$ cat src/rtl/uart_pkg.sv
// Shared UART definitions: FSM state encoding and baud ratio helper,
// common to axis_uart_rx and axis_uart_tx.
package uart_pkg;

  typedef enum logic [1:0] {
    IDLE  = 2'd0,
    START = 2'd1,
    DATA  = 2'd2,
    STOP  = 2'd3
  } uart_state_t;

  function automatic int unsigned baud_ratio(input int unsigned clk_freq,
                                             input int unsigned baud_rate);
    return clk_freq / baud_rate;
  endfunction

endpackage

$ cat src/rtl/axis_if.sv
// AXI-Stream interface carrying tdata/tvalid/tready.
interface axis_if #(
  parameter int unsigned DATA_WIDTH = 8
) ();
  logic [DATA_WIDTH-1:0] tdata;
  logic                  tvalid;
  logic                  tready;

  modport master (output tdata, output tvalid, input tready);
  modport slave  (input tdata, input tvalid, output tready);
endinterface

$ cat src/rtl/sync_2ff.sv
// Two-flop synchroniser for a single asynchronous input, with a
// configurable reset value so idle-high lines come out of reset idle.
module sync_2ff #(
  parameter logic RESET_VAL = 1'b1
) (
  input  logic clk,
  input  logic rst_n,
  input  logic d,
  output logic q
);

  logic meta;

  always_ff @(posedge clk or negedge rst_n) begin
    if (!rst_n) begin
      meta <= RESET_VAL;
      q    <= RESET_VAL;
    end else begin
      meta <= d;
      q    <= meta;
    end
  end

endmodule

$ cat src/rtl/axis_uart_rx.sv
// UART receiver (8N1-style, LSB first) presenting each good frame on an
// AXI-Stream master; framing errors and overruns are one-cycle pulses.
module axis_uart_rx
  import uart_pkg::*;
#(
  parameter int unsigned CLK_FREQ   = 27_000_000,
  parameter int unsigned BAUD_RATE  = 115_200,
  parameter int unsigned DATA_WIDTH = 8
) (
  input  logic   clk_i,
  input  logic   arstn_i,
  input  logic   rx_i,
  output logic   frame_err_o,
  output logic   overrun_o,
  axis_if.master m_axis
);

  localparam int unsigned RATIO = baud_ratio(CLK_FREQ, BAUD_RATE);
  localparam int unsigned HALF  = RATIO / 2;
  localparam int unsigned CW    = (RATIO > 1) ? $clog2(RATIO) : 1;
  localparam int unsigned BW    = (DATA_WIDTH > 1) ? $clog2(DATA_WIDTH) : 1;

  localparam logic [CW-1:0] HALF_LAST = CW'(HALF - 1);
  localparam logic [CW-1:0] BIT_LAST  = CW'(RATIO - 1);
  localparam logic [BW-1:0] DATA_LAST = BW'(DATA_WIDTH - 1);

  uart_state_t           state;
  logic [CW-1:0]         baud_cnt;
  logic [BW-1:0]         bit_cnt;
  logic [DATA_WIDTH-1:0] shreg;
  logic [DATA_WIDTH-1:0] tdata_q;
  logic                  tvalid_q;
  logic                  rx_s;
  logic                  rx_prev;

  sync_2ff #(
    .RESET_VAL (1'b1)
  ) u_rx_sync (
    .clk   (clk_i),
    .rst_n (arstn_i),
    .d     (rx_i),
    .q     (rx_s)
  );

  assign m_axis.tdata  = tdata_q;
  assign m_axis.tvalid = tvalid_q;

  always_ff @(posedge clk_i or negedge arstn_i) begin
    if (!arstn_i) begin
      state       <= IDLE;
      baud_cnt    <= '0;
      bit_cnt     <= '0;
      shreg       <= '0;
      tdata_q     <= '0;
      tvalid_q    <= 1'b0;
      rx_prev     <= 1'b1;
      frame_err_o <= 1'b0;
      overrun_o   <= 1'b0;
    end else begin
      rx_prev     <= rx_s;
      frame_err_o <= 1'b0;
      overrun_o   <= 1'b0;

      // A load in STOP below overrides this clear in the same cycle.
      if (tvalid_q && m_axis.tready)
        tvalid_q <= 1'b0;

      case (state)
        IDLE: begin
          baud_cnt <= '0;
          bit_cnt  <= '0;
          // Edge-triggered so a held-low break cannot retrigger a frame.
          if (rx_prev && !rx_s)
            state <= START;
        end

        START: begin
          if (baud_cnt == HALF_LAST) begin
            baud_cnt <= '0;
            state    <= rx_s ? IDLE : DATA;
          end else begin
            baud_cnt <= baud_cnt + 1'b1;
          end
        end

        DATA: begin
          if (baud_cnt == BIT_LAST) begin
            baud_cnt <= '0;
            shreg    <= {rx_s, shreg[DATA_WIDTH-1:1]};
            if (bit_cnt == DATA_LAST) begin
              bit_cnt <= '0;
              state   <= STOP;
            end else begin
              bit_cnt <= bit_cnt + 1'b1;
            end
          end else begin
            baud_cnt <= baud_cnt + 1'b1;
          end
        end

        STOP: begin
          if (baud_cnt == BIT_LAST) begin
            baud_cnt <= '0;
            // Leave at mid-stop so a back-to-back start edge is not missed.
            state    <= IDLE;
            if (rx_s) begin
              if (!tvalid_q || m_axis.tready) begin
                tdata_q  <= shreg;
                tvalid_q <= 1'b1;
              end else begin
                overrun_o <= 1'b1;
              end
            end else begin
              frame_err_o <= 1'b1;
            end
          end else begin
            baud_cnt <= baud_cnt + 1'b1;
          end
        end

        default: begin
          state    <= IDLE;
          baud_cnt <= '0;
        end
      endcase
    end
  end

endmodule
$ cat src/flat_wrapper.sv
// flat-port wrapper written by rule: the top's interface ports become plain ports
module axis_uart_rx_flat import uart_pkg::*;
#(
  parameter int unsigned CLK_FREQ   = 27_000_000,
  parameter int unsigned BAUD_RATE  = 115_200,
  parameter int unsigned DATA_WIDTH = 8
)
  (clk_i, arstn_i, rx_i, frame_err_o, overrun_o, m_axis_tdata, m_axis_tvalid, m_axis_tready);
  axis_if #(.DATA_WIDTH(DATA_WIDTH)) m_axis_i ();
  input  logic clk_i;
  input  logic arstn_i;
  input  logic rx_i;
  output logic frame_err_o;
  output logic overrun_o;
  output wire logic [$bits(m_axis_i.tdata)-1:0] m_axis_tdata;
  output wire logic [$bits(m_axis_i.tvalid)-1:0] m_axis_tvalid;
  input wire logic [$bits(m_axis_i.tready)-1:0] m_axis_tready;
  assign m_axis_tdata = m_axis_i.tdata;
  assign m_axis_tvalid = m_axis_i.tvalid;
  assign m_axis_i.tready = m_axis_tready;
  axis_uart_rx #(.CLK_FREQ(CLK_FREQ), .BAUD_RATE(BAUD_RATE), .DATA_WIDTH(DATA_WIDTH)) u_core (.clk_i(clk_i), .arstn_i(arstn_i), .rx_i(rx_i), .frame_err_o(frame_err_o), .overrun_o(overrun_o), .m_axis(m_axis_i));
endmodule
$ cat config.mk
export PLATFORM = sky130hd
export DESIGN_NAME = axis_uart_rx_flat
export DESIGN_NICKNAME = d
export VERILOG_FILES = /design/src/rtl/uart_pkg.sv /design/src/rtl/axis_if.sv /design/src/rtl/sync_2ff.sv /design/src/rtl/axis_uart_rx.sv /design/src/flat_wrapper.sv
export SDC_FILE = /design/constraint.sdc
export NUM_CORES = 1
export LEC_CHECK = 0
export ABC_CLOCK_PERIOD_IN_PS = 2250
export CAP_MARGIN = 40
export CORE_ASPECT_RATIO = 0.9
export CORE_MARGIN = 4
export CORE_UTILIZATION = 45
export CTS_BUF_LIST = sky130_fd_sc_hd__clkbuf_16
export DETAILED_ROUTE_END_ITERATION = 7
export GPL_TIMING_DRIVEN = 0
export PLACE_DENSITY_LB_ADDON = 0.12
export SETUP_SLACK_MARGIN = 0.1
export SYNTH_ARGS = -nofsm -noshare
export SYNTH_HDL_FRONTEND = slang
export SYNTH_SLANG_ARGS = --single-unit
$ cat constraint.sdc
create_clock -name clk_i -period 2.25 [get_ports clk_i]
set_input_delay 0.225 -clock clk_i [delete_from_list [all_inputs] [get_ports clk_i]]
set_output_delay 0.225 -clock clk_i [all_outputs]
set_load 0.005 [all_outputs]
==> results of run 1 <==
==> per-layer routing <==
metal	track usage (%)	part of all wire (%)	up-vias
met5	0	0	-
met3	4.403	4.1	11
met2	23.25	48	17
met1	18.08	44	512
met4	9.091	3.5	0
li1	-	-	493
==> metrics by stage <==
stage | total power, mW | util [%] | cell area, um2 | setup WS, ns | std cells
floorplan | 0.9050 | - | 1572 | 0.4906 | 123
global placement | 0.9606 | 52.30 | 1767 | 0.2288 | 181
detailed placement | 0.9713 | 52.15 | 1762 | 0.2076 | 181
CTS | 1.619 | 56.19 | 1898 | 0.1882 | 189
global route | 1.684 | 56.19 | 1898 | 0.1257 | 189
finish | 1.589 | 56.19 | 1898 | 0.2384 | 189
==> sequential cells by signal, summed over array words and instances (netlist names), named ones only <==
name and count:
u_core.u_rx_sync.q 1, u_core.frame_err_o 1, u_core.u_rx_sync.meta 1, u_core.overrun_o 1, u_core.shreg 8, u_core.baud_cnt 8
u_core.rx_prev 1, u_core.state 1, u_core.m_axis.tvalid 1, u_core.m_axis.tdata 8, u_core.bit_cnt 3
==> Yosys cell counts, drive strengths merged, types with 2 or more instances <==
master / n
a22oi: 3
nand2b: 2
nor3: 2
nand2: 6
mux2: 16
nor2b: 2
o211ai: 7
ha: 5
or3: 4
xor2: 2
o21ai: 5
nand4: 2
dfrtp: 32
nor2: 2
clkbuf: 4
inv: 4
a21oi: 4
dfstp: 3
nand3: 5
==> cell usage in the layout, fill, tap and decap left out, types with 2 or more instances in the layout <==
master and instances:
inv_1 5, nand3_1 5, nor2b_1 2, dfstp_2 3, nor2_1 2, clkbuf_16 5
ha_1 5, nand4_1 2, nand2b_1 2, o21ai_0 4, a21oi_1 4, nand2_1 6
clkdlybuf4s50_1 13, clkinv_1 2, a22oi_1 3, clkbuf_1 3, o211ai_1 7, dfrtp_1 32
mux2_2 16, xor2_1 2, or3_1 4
==> final cells by class <==
class	instances	area, um2	share of cell area [%]
buffer	4	16.27	0.8570
clock buffer	5	125.1	6.592
clock inverter	3	11.26	0.5933
inverter	4	15.01	0.7910
multi-input combinational	80	660.6	34.81
sequential	35	879.6	46.34
tap	44	55.05	2.900
timing repair buffer	14	135.1	7.119
==> worst max-delay path, cell delays in order, from the launching register on <==
cell,delay [ns]
dfrtp_1,0.41
inv_1,0.10
ha_1,0.18
nand3b_4,0.17
nor4b_4,0.63
mux2_2,0.40
==> cell families after synthesis <==
group                      Yosys count  share of synthesized area (%)
AOI/OAI and AO/OA                   23                          9.714
buffers and inverters                8                          1.990
xor gates and xnor gates             3                          1.672
and+or+nand+nor                     33                          15.21
muxes                               16                          11.46
adders and majority gates            5                          3.981
DFF                                 35                          55.97
==> worst paths after layout <==
path / startpoint / endpoint / slack [ns] / cells after the start
setup reg to reg: u_core.baud_cnt[1] / u_core.m_axis.tdata[2] / 0.24 / 5
max in group asynchronous: arstn_i / u_core.m_axis.tdata[0] / 1.74 / 1
setup / recovery: u_core.baud_cnt[1] / u_core.m_axis.tdata[2] / 0.24 / 5
min in group clk_i: u_core.u_rx_sync.meta / u_core.u_rx_sync.q / 0.35 / 0
hold / removal: arstn_i / u_core.bit_cnt[0] / 0.02 / 1
hold reg to reg: u_core.u_rx_sync.meta / u_core.u_rx_sync.q / 0.35 / 0
==> power breakdown <==
| part | internal (mW) | switching, mW |
|---|---|---|
| clock | 0.397 | 0.232 |
| sequential | 0.681 | 0.0598 |
| combinational | 0.0958 | 0.123 |
==> key figures, run 1 <==
GRT
  – Global-route wire length before repair: 5.133 mm
  – Overflow after GRT: 0
  – Antenna violations before repair: 0
  – GR Util All Layers: 14.89%
  – Vias in the first global route: 1090
  – Largest net degree at the start of global routing: 36

Floorplan
  – Core ar.: 0.003378 mm2
  – I/O pin count: 15
  – Die area: 0.004503 mm2
  – Die X: 70.29 um
  – Die Y: 64.06 um
  – Initial Utilization: 46.52%
  – Row cnt: 20

STA
  – Slew HR: 48.91%
  – Final Critical Period: 2.012 ns
  – Fin. max-slew vios: 0
  – Fin crit share: 89.40%
  – Setup_tns: 0 ns
  – Final hold viol count: 0
  – WHS: 0.02175 ns
  – Endpoints failing setup: 0
  – Clock Skew: 0.002836 ns
  – Slew @ Worst Pin: 0.7664 ns
  – Max Clk Rate: 0.4971 GHz
  – RSZ-0062 raised after global routing: false

Power and ir drop
  – Pwr Density: 837.4 mW/mm2
  – Peak VDD IR: 0.4669 mV
  – P_leak: 0.8936 nW

Yosys
  – Synth Flop Type: dfrtp_1
  – Async SR Flop Fraction: 100.0%
  – Post-synth top area cell: dfrtp_1
  – Top cell type's share of synthesized area: 50.96%
  – Synth warn: 0
  – Number of unique standard cell types used by synthesis: 35
  – Sequential-to-total area share from yosys stat: 55.97%
  – Top cells by area, synth: dfrtp_1, mux2_2, dfstp_2
  – EDFF count, synth: 0
  – Mapped Area: 0.001572 mm2
  – Mapped Cells: 123
  – Syn Nets: 132
  – Syn avg cell area: 12.78 um2
  – FF+latch count, synth: 35

Detailed routing
  – DR vias/cell: 5.466
  – Total Wirelength: 2.809 mm
  – WL per Instance: 14.86 um
  – 1st-iter DRT viols: 46
  – Vias: 1033
  – ANT nets after route: 0
  – Number of detailed-route iterations in the first pass: 4
  – # DRC: 0

Place
  – Final Wtd Congestion: 0.7871
  – DP HPWL: 2.008 mm
  – I/O Buffers: 14

Critical path
  – CP required: 2.41 ns
  – Arr. time, crit path: 2.17 ns
  – Critical Path Fanout Max: 10
  – Crit end category: flop
  – Startpoint Class: flop
  – CP Class: flop to flop

Run
  – Max cap viols: 0

Cells and area
  – Fillers: 296
  – Share of cells above drive strength 1: 22.07%
  – # diodes: 0
  – Nets: 153
  – Area grow syn2layout: 20.78%

Clocking
  – Hold bufs inserted after CTS: 0
  – CTS tree: yes
  – Root Driver: clkbuf_16
  – Worst skew pair latency: 0.28 ns
  – H-tree level count: 2
  – Clk buf depth: 2
  – Setup bufs post-CTS: 0
  – Clock sinks: 35
  – Post-CTS Resized: 0
  – Clock slew seen by the registers of the worst setup and hold paths: 0.05 ns
  – CTS buffer count: 5

Worst hold path
  – Path category of the worst min-delay check: primary input to async pin

Run status
  – Outcome: completed
(Power assumes the default switching activity.)
==> run 2: changes to the inputs <==
--- a/config.mk
+++ b/config.mk
@@ -5,7 +5,7 @@
 export SDC_FILE = /design/constraint.sdc
 export NUM_CORES = 1
 export LEC_CHECK = 0
-export ABC_CLOCK_PERIOD_IN_PS = 2250
+export ABC_CLOCK_PERIOD_IN_PS = 1790
 export CAP_MARGIN = 40
 export CORE_ASPECT_RATIO = 0.9
 export CORE_MARGIN = 4
==> constraint.sdc (replaced) <==
create_clock -name clk_i -period 1.79 [get_ports clk_i]
set_input_delay 0.179 -clock clk_i [delete_from_list [all_inputs] [get_ports clk_i]]
set_output_delay 0.179 -clock clk_i [all_outputs]
set_load 0.005 [all_outputs]
==> run 2 against run 1 <==
Compared with the run above:
- the run now ends with hold timing left
- clock power is 25% higher
- sequential share of layout area is 3.1 points lower
- non-clock buffer count is 12 higher
- design area is 7.3% higher
- register-to-register slack worse by 0.09 ns
- fmax is 23% higher
- highest routed layer unchanged
==> key figures, run 2 (synthesis results as in run 1) <==
Run status
  – Outcome: complete, but fails checks
  – Failing checks: hold timing

Detailed routing
  – Number of detailed-route iterations in the first pass: 4
  – ANT nets after route: 0
  – # DRC: 0
  – Total Wirelength: 2.876 mm
  – 1st-iter DRT viols: 38
  – DR vias/cell: 5.473
  – Vias: 1100
  – WL per Instance: 14.31 um

GRT
  – GR Util All Layers: 14.85%
  – Global-route wire length before repair: 5.147 mm
  – Antenna violations before repair: 0
  – Overflow after GRT: 0
  – Vias in the first global route: 1152
  – Largest net degree at the start of global routing: 36

Cells and area
  – Fillers: 267
  – Area grow syn2layout: 29.54%
  – Nets: 165
  – Share of cells above drive strength 1: 32.48%
  – # diodes: 0
  – Most frequent cells in the layout: dfrtp_1, mux2_2, clkdlybuf4s50_1
  – Leading cell type in the layout, fill and taps excluded: dfrtp_1
  – Non-Filler Instances: 201
  – Final instance area: 0.002036 mm2

Critical path
  – Arr. time, crit path: 1.80 ns
  – Critical Path Fanout Max: 8
  – CP required: 1.95 ns
  – CP Class: flop to flop
  – Startpoint Class: flop
  – Crit end category: flop

STA
  – WHS: -0.02837 ns
  – Final hold viol count: 32
  – RSZ-0062 raised after global routing: false
  – Clock Skew: 0.003515 ns
  – Slew HR: 49.56%
  – Max Clk Rate: 0.6102 GHz
  – Final Critical Period: 1.639 ns
  – Endpoints failing setup: 0
  – Fin. max-slew vios: 0
  – Slew @ Worst Pin: 0.7566 ns
  – Final WS setup: 0.1512 ns
  – Fin crit share: 91.55%

Clocking
  – CTS buffer count: 5
  – Root Driver: clkbuf_16
  – Clock sinks: 35
  – H-tree level count: 2
  – Clk buf depth: 2
  – Clock slew seen by the registers of the worst setup and hold paths: 0.05 ns
  – Worst skew pair latency: 0.27 ns
  – CTS tree: yes

Place
  – Final Wtd Congestion: 0.7491
  – DP HPWL: 1.965 mm
  – Placed Area: 0.001768 mm2
  – Dpl cells: 181
  – I/O Buffers: 14
  – Place WS: -0.1540 ns

Floorplan
  – Row cnt: 20
  – I/O pin count: 15
  – Die Y: 64.06 um
  – Core ar.: 0.003378 mm2
  – Die X: 70.29 um
  – Die area: 0.004503 mm2
  – Initial Utilization: 46.52%

Worst hold path
  – Path category of the worst min-delay check: primary input to async pin

Power and ir drop
  – Peak VDD IR: 0.6112 mV
  – Final Power: 2.092 mW
  – P_leak: 0.9724 nW
  – Pwr Density: 1028 mW/mm2

Run
  – Max cap viols: 0
[run 2: cell types whose count changed in the layout (fill, tap and decap cells not counted), sizes merged]
cell,change
buf,+12
[run 2: path summary, 6_finish.rpt]
| kind | start | end | slack (ns) | cells after the start |
|---|---|---|---|---|
| max in group asynchronous | arstn_i | u_core.baud_cnt[2] | 1.28 | 1 |
| worst max-delay path | u_core.baud_cnt[2] | u_core.shreg[4] | 0.15 | 5 |
| worst min register to register | u_core.u_rx_sync.meta | u_core.u_rx_sync.q | 0.35 | 0 |
| min in group clk_i | rx_i | u_core.u_rx_sync.meta | 0.31 | 1 |
| worst min-delay path | arstn_i | u_core.frame_err_o | -0.03 | 1 |
| worst max register to register | u_core.baud_cnt[2] | u_core.shreg[4] | 0.15 | 5 |
[run 2: power breakdown]
| group | switching, mW | internal (mW) | total (mW) |
|---|---|---|---|
| Clock | 0.288 | 0.499 | 0.787 |
| Sequential | 0.0651 | 0.859 | 0.924 |
| Combinational | 0.195 | 0.186 | 0.381 |
| Total | 0.548 | 1.54 | 2.09 |
[run 2: layer usage]
metal	global-route usage (%)	up-vias	share of wire, %
met5	0	-	0
met4	7.416	0	1.6
met3	4.717	6	3.2
met2	24.42	16	51
met1	17.44	560	44
li1	-	518	-
[run 2: cell type report]
type / count / area (um2) / share of cell area, %
plain buffers: 4 / 18.77 / 0.9219
clock buffers: 5 / 125.1 / 6.146
multi-input cells: 80 / 688.2 / 33.80
well taps: 44 / 55.05 / 2.704
clock inverters: 3 / 11.26 / 0.5532
repair buffers: 26 / 241.5 / 11.86
flip-flops and latches: 35 / 880.8 / 43.27
inverters: 4 / 15.01 / 0.7376
[run 2: metrics by stage]
step                      utilization, %  setup TNS [ns]
after floorplan                        -               0
after global placement             52.48          -6.762
after detailed placement           52.33          -1.139
after CTS                          58.41               0
after global routing               60.26               0
final                              60.26               0
[run 2: what timing repair did]
action,CTS,global route
hold buffers,0,0
pin swaps,1,2
resized for setup,4,8
setup endpoints to repair,22,22
gates cloned,0,0
buffers inserted,7,5
[run 2: worst max-delay path, cell delays in order, from the launching register on]
cell      delay (ns)
dfrtp_2         0.45
nand4b_4        0.23
buf_4           0.18
nor3_4          0.19
buf_12          0.15
mux2_2          0.33
